===== src/rtl/alu_sequencer.sv =====
// Accumulator sequencer that issues one instruction at a time to an external ALU and holds the result.
// Define ALU_SEQ_SATURATE_EN to clamp ADD/SUB results on carry/borrow instead of wrapping.
`timescale 1ns/1ps

module alu_sequencer_chk #(
  parameter int DATA_WIDTH = 8
) (
  input logic                  clk,
  input logic                  rst,
  input logic [6:0]            ctrl,
  input logic                  instr_ready,
  input logic                  result_valid,
  input logic [DATA_WIDTH-1:0] alu_in1,
  input logic [DATA_WIDTH-1:0] alu_in2
);

  a_ctrl_onehot0: assert property (@(posedge clk) disable iff (rst) $onehot0(ctrl));

  a_handshake_excl: assert property (@(posedge clk) disable iff (rst) !(instr_ready && result_valid));

  a_idle_quiet: assert property (@(posedge clk) disable iff (rst)
    instr_ready |-> (ctrl == 7'b0000000 && alu_in1 == {DATA_WIDTH{1'b0}} && alu_in2 == {DATA_WIDTH{1'b0}}));

endmodule

module alu_sequencer #(
  parameter int DATA_WIDTH  = 8,
  parameter int LOGIC_WIDTH = 4
) (
  input  logic                  clk,
  input  logic                  rst,
  input  logic                  instr_valid,
  output logic                  instr_ready,
  input  logic [2:0]            opcode,
  input  logic [DATA_WIDTH-1:0] operand,
  output logic                  alu_add,
  output logic                  alu_sub,
  output logic                  alu_and,
  output logic                  alu_or,
  output logic                  alu_xor,
  output logic                  alu_inv,
  output logic                  alu_clr,
  output logic [DATA_WIDTH-1:0] alu_in1,
  output logic [DATA_WIDTH-1:0] alu_in2,
  input  logic [DATA_WIDTH-1:0] alu_out,
  input  logic                  alu_overflow,
  output logic [DATA_WIDTH-1:0] acc,
  output logic                  flag_zero,
  output logic                  flag_overflow,
  output logic                  result_valid,
  input  logic                  result_ready
);

  localparam logic [2:0] OP_ADD  = 3'd0;
  localparam logic [2:0] OP_SUB  = 3'd1;
  localparam logic [2:0] OP_AND  = 3'd2;
  localparam logic [2:0] OP_OR   = 3'd3;
  localparam logic [2:0] OP_XOR  = 3'd4;
  localparam logic [2:0] OP_INV  = 3'd5;
  localparam logic [2:0] OP_CLR  = 3'd6;
  localparam logic [2:0] OP_LOAD = 3'd7;

  localparam logic [DATA_WIDTH-1:0] ZERO = {DATA_WIDTH{1'b0}};
`ifdef ALU_SEQ_SATURATE_EN
  localparam logic [DATA_WIDTH-1:0] ONES = {DATA_WIDTH{1'b1}};
`endif

  typedef enum logic [1:0] {
    ST_IDLE  = 2'd0,
    ST_ISSUE = 2'd1,
    ST_HOLD  = 2'd2
  } state_e;

  // Control line order is {clr, inv, xor, or, and, sub, add}; LOAD bypasses the ALU.
  function automatic logic [6:0] ctrl_decode(input logic [2:0] op);
    logic [6:0] lines;
    lines = 7'b0000000;
    case (op)
      OP_ADD:  lines = 7'b0000001;
      OP_SUB:  lines = 7'b0000010;
      OP_AND:  lines = 7'b0000100;
      OP_OR:   lines = 7'b0001000;
      OP_XOR:  lines = 7'b0010000;
      OP_INV:  lines = 7'b0100000;
      OP_CLR:  lines = 7'b1000000;
      default: lines = 7'b0000000;
    endcase
    return lines;
  endfunction

  state_e                  state_q, state_d;
  logic [2:0]              opcode_q, opcode_d;
  logic [DATA_WIDTH-1:0]   operand_q, operand_d;
  logic [DATA_WIDTH-1:0]   acc_q, acc_d;
  logic                    flag_zero_q, flag_zero_d;
  logic                    flag_ovf_q, flag_ovf_d;
  logic [6:0]              ctrl_q, ctrl_d;
  logic [DATA_WIDTH-1:0]   alu_in1_q, alu_in1_d;
  logic [DATA_WIDTH-1:0]   alu_in2_q, alu_in2_d;
  logic                    instr_ready_q, instr_ready_d;
  logic                    result_valid_q, result_valid_d;

  logic [DATA_WIDTH-1:0]   logic_ext_s;
  logic [DATA_WIDTH-1:0]   exec_result_s;
  logic                    exec_ovf_s;

  assign logic_ext_s = {{(DATA_WIDTH-LOGIC_WIDTH){1'b0}}, alu_out[LOGIC_WIDTH-1:0]};

  // Value and overflow the accumulator takes when the instruction in ISSUE retires.
  always_comb begin
    exec_result_s = acc_q;
    exec_ovf_s    = 1'b0;
    case (opcode_q)
      OP_ADD: begin
        exec_ovf_s = alu_overflow;
`ifdef ALU_SEQ_SATURATE_EN
        if (alu_overflow) begin
          exec_result_s = ONES;
        end else begin
          exec_result_s = alu_out;
        end
`else
        exec_result_s = alu_out;
`endif
      end
      OP_SUB: begin
        exec_ovf_s = alu_overflow;
`ifdef ALU_SEQ_SATURATE_EN
        if (alu_overflow) begin
          exec_result_s = ZERO;
        end else begin
          exec_result_s = alu_out;
        end
`else
        exec_result_s = alu_out;
`endif
      end
      OP_AND, OP_OR, OP_XOR, OP_INV, OP_CLR: exec_result_s = logic_ext_s;
      OP_LOAD: exec_result_s = operand_q;
      default: exec_result_s = acc_q;
    endcase
  end

  // Next state plus next values of every registered output.
  always_comb begin
    state_d        = state_q;
    opcode_d       = opcode_q;
    operand_d      = operand_q;
    acc_d          = acc_q;
    flag_zero_d    = flag_zero_q;
    flag_ovf_d     = flag_ovf_q;
    ctrl_d         = 7'b0000000;
    alu_in1_d      = ZERO;
    alu_in2_d      = ZERO;
    instr_ready_d  = 1'b0;
    result_valid_d = 1'b0;
    case (state_q)
      ST_IDLE: begin
        if (instr_valid && instr_ready_q) begin
          state_d   = ST_ISSUE;
          opcode_d  = opcode;
          operand_d = operand;
          ctrl_d    = ctrl_decode(opcode);
          alu_in1_d = acc_q;
          alu_in2_d = operand;
        end else begin
          instr_ready_d = 1'b1;
        end
      end
      ST_ISSUE: begin
        state_d        = ST_HOLD;
        acc_d          = exec_result_s;
        flag_ovf_d     = exec_ovf_s;
        flag_zero_d    = (exec_result_s == ZERO);
        result_valid_d = 1'b1;
      end
      ST_HOLD: begin
        if (result_ready) begin
          state_d       = ST_IDLE;
          instr_ready_d = 1'b1;
        end else begin
          result_valid_d = 1'b1;
        end
      end
      default: begin
        state_d       = ST_IDLE;
        instr_ready_d = 1'b1;
      end
    endcase
  end

  // State and output registers; reset discards any in-flight instruction.
  always_ff @(posedge clk) begin
    if (rst) begin
      state_q        <= ST_IDLE;
      opcode_q       <= 3'd0;
      operand_q      <= ZERO;
      acc_q          <= ZERO;
      flag_zero_q    <= 1'b0;
      flag_ovf_q     <= 1'b0;
      ctrl_q         <= 7'b0000000;
      alu_in1_q      <= ZERO;
      alu_in2_q      <= ZERO;
      instr_ready_q  <= 1'b1;
      result_valid_q <= 1'b0;
    end else begin
      state_q        <= state_d;
      opcode_q       <= opcode_d;
      operand_q      <= operand_d;
      acc_q          <= acc_d;
      flag_zero_q    <= flag_zero_d;
      flag_ovf_q     <= flag_ovf_d;
      ctrl_q         <= ctrl_d;
      alu_in1_q      <= alu_in1_d;
      alu_in2_q      <= alu_in2_d;
      instr_ready_q  <= instr_ready_d;
      result_valid_q <= result_valid_d;
    end
  end

  assign {alu_clr, alu_inv, alu_xor, alu_or, alu_and, alu_sub, alu_add} = ctrl_q;
  assign alu_in1       = alu_in1_q;
  assign alu_in2       = alu_in2_q;
  assign acc           = acc_q;
  assign flag_zero     = flag_zero_q;
  assign flag_overflow = flag_ovf_q;
  assign instr_ready   = instr_ready_q;
  assign result_valid  = result_valid_q;

  alu_sequencer_chk #(
    .DATA_WIDTH(DATA_WIDTH)
  ) u_chk (
    .clk          (clk),
    .rst          (rst),
    .ctrl         (ctrl_q),
    .instr_ready  (instr_ready_q),
    .result_valid (result_valid_q),
    .alu_in1      (alu_in1_q),
    .alu_in2      (alu_in2_q)
  );

endmodule


===== config.mk =====
export PLATFORM = sky130hd
export DESIGN_NAME = alu_sequencer
export DESIGN_NICKNAME = d
export VERILOG_FILES = /design/src/rtl/alu_sequencer.sv
export SDC_FILE = /design/constraint.sdc
export NUM_CORES = 1
export LEC_CHECK = 0
export ABC_CLOCK_PERIOD_IN_PS = 1350
export BUFFER_PORTS_ARGS = -buffer_cell sky130_fd_sc_hd__buf_4
export CAP_MARGIN = 20
export CORE_MARGIN = 5
export CORE_UTILIZATION = 30
export DETAILED_ROUTE_END_ITERATION = 10
export SLEW_MARGIN = 20
export SYNTH_ARGS = -nofsm -noshare
export SYNTH_HDL_FRONTEND = slang
export SYNTH_SLANG_ARGS = --single-unit

===== constraint.sdc =====
create_clock -name clk -period 1.35 [get_ports clk]
set_input_delay 0.0675 -clock clk [delete_from_list [all_inputs] [get_ports clk]]
set_output_delay 0.0675 -clock clk [all_outputs]
set_load 0.01 [all_outputs]

==> results.py <==
metrics = {
    "run_status": {
        "status": "complete, no violations",
    },
    "flow_run": {
        "cap_violations": 0,
    },
    "worst_setup_path": {
        "cp_cell_sequence": "inv_2 > ha_4 > and4b_1 > buf_6 > a22oi_1 > a211oi_1",
        "endpoint_kind": "flop",
        "max_stage_delay_ns": 0.34,
        "crit_path_top_delay_cell": "dfxtp_2",
        "crit_fanout": 5,
        "worstSetupStartpointType": "flop",
        "crit_type": "flop to flop",
        "critPathTopFamily": "flip-flops",
        "r2r_cells": 6,
        "cp_num_buf_inv": 2,
        "required_ns": 1.57,
        "arrival_ns": 1.55,
        "crit_cells": 6,
    },
    "clock_network": {
        "clkSinkCount": 48,
        "cts_tree": "built",
        "clock_path_buffers": 2,
        "h-tree-depth": 2,
        "clock_latency_ns": 0.30,
        "numCtsBuffers": 5,
        "root_buffer": "clkbuf_8",
        "clkTransAtPathRegs_ns": 0.09,
    },
    "logic_synthesis": {
        "synth_area_leaders": "dfxtp_1 (54%), nand2_1 (6.1%), and2_1 (5.6%), ha_1 (4.9%), a21oi_1 (3.9%)",
        "synthFlopType": "dfxtp_1",
        "yosysTopAreaCell": "dfxtp_1",
        "syn_area_per_cell_sq_um": 9.46,
        "ys_types": 34,
        "async_flop_share_pct": 0,
        "synth_area_sq_um": 1780,
        "synth_top_area_share_pct": 54.0,
        "ys_seq_elements": 48,
        "synth_nets": 219,
        "yosysWarnings": 0,
        "synth_edf_count": 0,
        "syn-instance-count": 188,
        "synth-seq-area-share_pct": 54.0,
    },
    "sta": {
        "relSlewSlack_pct": 78.8,
        "finalSetupViolCount": 0,
        "max_freq_ghz": 0.751,
        "hold_viol_final": 0,
        "worst_pin_slew_ns": 0.314,
        "period_needed_ns": 1.33,
        "skew_ns": 0.00459,
        "final-max-slew-violation-count": 0,
        "finalCritPeriodShare_pct": 98.6,
    },
    "detailed_routing": {
        "wl_per_cell_microns": 12.5,
        "ant_nets": 0,
        "drc_errors": 0,
        "drtIter0Drc": 47,
        "dr.pass1.iters": 4,
        "wirelength_microns": 4310,
        "num_vias": 1556,
        "viasPerCell": 4.51,
    },
    "grt": {
        "grt-ovfl-total": 0,
        "grt_pass1_wl_microns": 6570,
        "grt_usage_pct": 11.1,
        "antenna_found_initial": 0,
        "grt_pass1_vias": 1438,
        "grt_max_degree": 17,
    },
    "placed_design": {
        "place.gp.congestion": 0.740,
        "dp_hpwl_microns": 3170,
        "port_buffers": 58,
        "post_dp_cell_area_sq_um": 2390,
        "placed_cells": 325,
    },
    "die": {
        "die_x_microns": 87.0,
        "fp.dieArea_sq_um": 7570,
        "io_pins": 59,
        "rows": 28,
        "start_util_pct": 30.4,
        "chipHeight_microns": 87.0,
        "core_sq_um": 5850,
    },
    "min_path": {
        "hold_path_class": "input pin to flop",
        "holdPathStages": 2,
    },
    "power_and_ir_drop": {
        "power_density_nw_per_um2": 1240,
        "p_leak_uw": 0.00116,
        "ir_worst_vdd_mv": 0.643,
    },
    "final_layout": {
        "layout.nets": 300,
        "final_cell_mix": "buf_4 (69), dfxtp_1 (44), nand2_1 (27), and2_1 (16), a21oi_1 (14)",
        "syn_to_final_growth_pct": 52.6,
        "drive_above_1_share_pct": 38.9,
        "final_cells": 345,
        "final_common_cell": "buf_4",
        "num_antenna_cells": 0,
        "post-route-cell-area_sq_um": 2720,
    },
}
-- worst paths after layout --
kind,from,to,slack (ns)
setup / recovery,opcode_q[2],acc[7],0.02
setup reg to reg,opcode_q[2],acc[7],0.02
hold reg to reg,operand_q[7],operand_q[7],0.47
hold / removal,result_ready,instr_ready,0.007
-- layer usage --
| metal | vias to the layer above | part of all wire (%) | global-route usage, % |
|---|---|---|---|
| met3 | 3 | 6.8 | 3.78 |
| met2 | 34 | 52 | 19.7 |
| met4 | 0 | 0.81 | 4.25 |
| li1 | 805 | - | - |
| met5 | - | 0 | 0 |
| met1 | 714 | 40 | 12.2 |
-- cells in the mapped netlist, types with 3 or more instances --
library cell,number
clkbuf_1,3
ha_1,7
dfxtp_1,48
nor3_1,4
inv_1,4
buf_2,3
and2_1,16
a211oi_1,4
a21oi_1,14
nand2_1,29
o21ai_0,7
nor2_1,11
a311oi_1,4
a22oi_1,4
nand2b_1,5
-- metrics by stage --
| stage | hold slack (ns) | TNS [ns] | power (uW) | utilization, % | worst slack, ns |
|---|---|---|---|---|---|
| 2_1_floorplan | 0.144 | 0 | 1900 | - | 0.00368 |
| 3_3_place_gp | 0.284 | 0 | 2190 | 40.8 | 0.0409 |
| 3_5_place_dp | 0.281 | 0 | 2200 | 40.8 | 0.0167 |
| 4_1_cts | 0.00757 | 0 | 3340 | 44.9 | 0.00105 |
| 5_1_grt | 0.00765 | -0.237 | 3560 | 46.4 | -0.0649 |
| 6_report | 0.00672 | 0 | 3360 | 46.4 | 0.0186 |
-- flip-flops by register name (all words and copies together) (netlist names) --
signal and flops:
alu_in1 8, opcode_q 3, alu_in2 8, acc 8, state_q 2, result_valid 1
instr_ready 1, operand_q 8, ctrl_q 7, flag_zero 1, flag_overflow 1
-- power by group --
part / switching [uW] / internal, uW / total (uW)
clock network: 464 / 653 / 1120
registers: 60.4 / 1510 / 1570
logic: 310 / 360 / 670
total: 834 / 2530 / 3360
-- layout make-up --
| class | count | area (sq um) |
|---|---|---|
| inverters | 4 | 15.0 |
| well taps | 75 | 93.8 |
| repair buffers | 84 | 691 |
| clock inverters | 1 | 30.0 |
| fillers | 557 | 3140 |
| clock buffers | 7 | 96.3 |
| flip-flops and latches | 48 | 966 |
| multi-input cells | 126 | 823 |
-- what timing repair did --
| item | CTS | global route |
|---|---|---|
| hold buffers | 11 | 0 |
| buffers inserted | 0 | 1 |
| pin swaps | 1 | 10 |
| setup endpoints to repair | 2 | 37 |
| endpoints found under the hold margin | 13 | 0 |
| gates resized for setup | 1 | 29 |
-- cell families (layout without fill, tap and decap cells) --
family,after synthesis,after routing,share of synthesized area [%]
AND/OR/NAND/NOR,81,81,23.6
flip-flops,48,48,54.0
AO/OA/AOI/OAI,38,38,13.6
buffers and inverters,14,96,3.80
adder cells (fa/ha/maj),7,7,4.92
-- worst register-to-register path, cell delays in order (launching register included) --
cell	delay (ns)
dfxtp_2	0.34
inv_2	0.05
ha_4	0.16
and4b_1	0.30
buf_6	0.13
a22oi_1	0.06
a211oi_1	0.20
No activity file was read; power rests on OpenSTA's default activity.
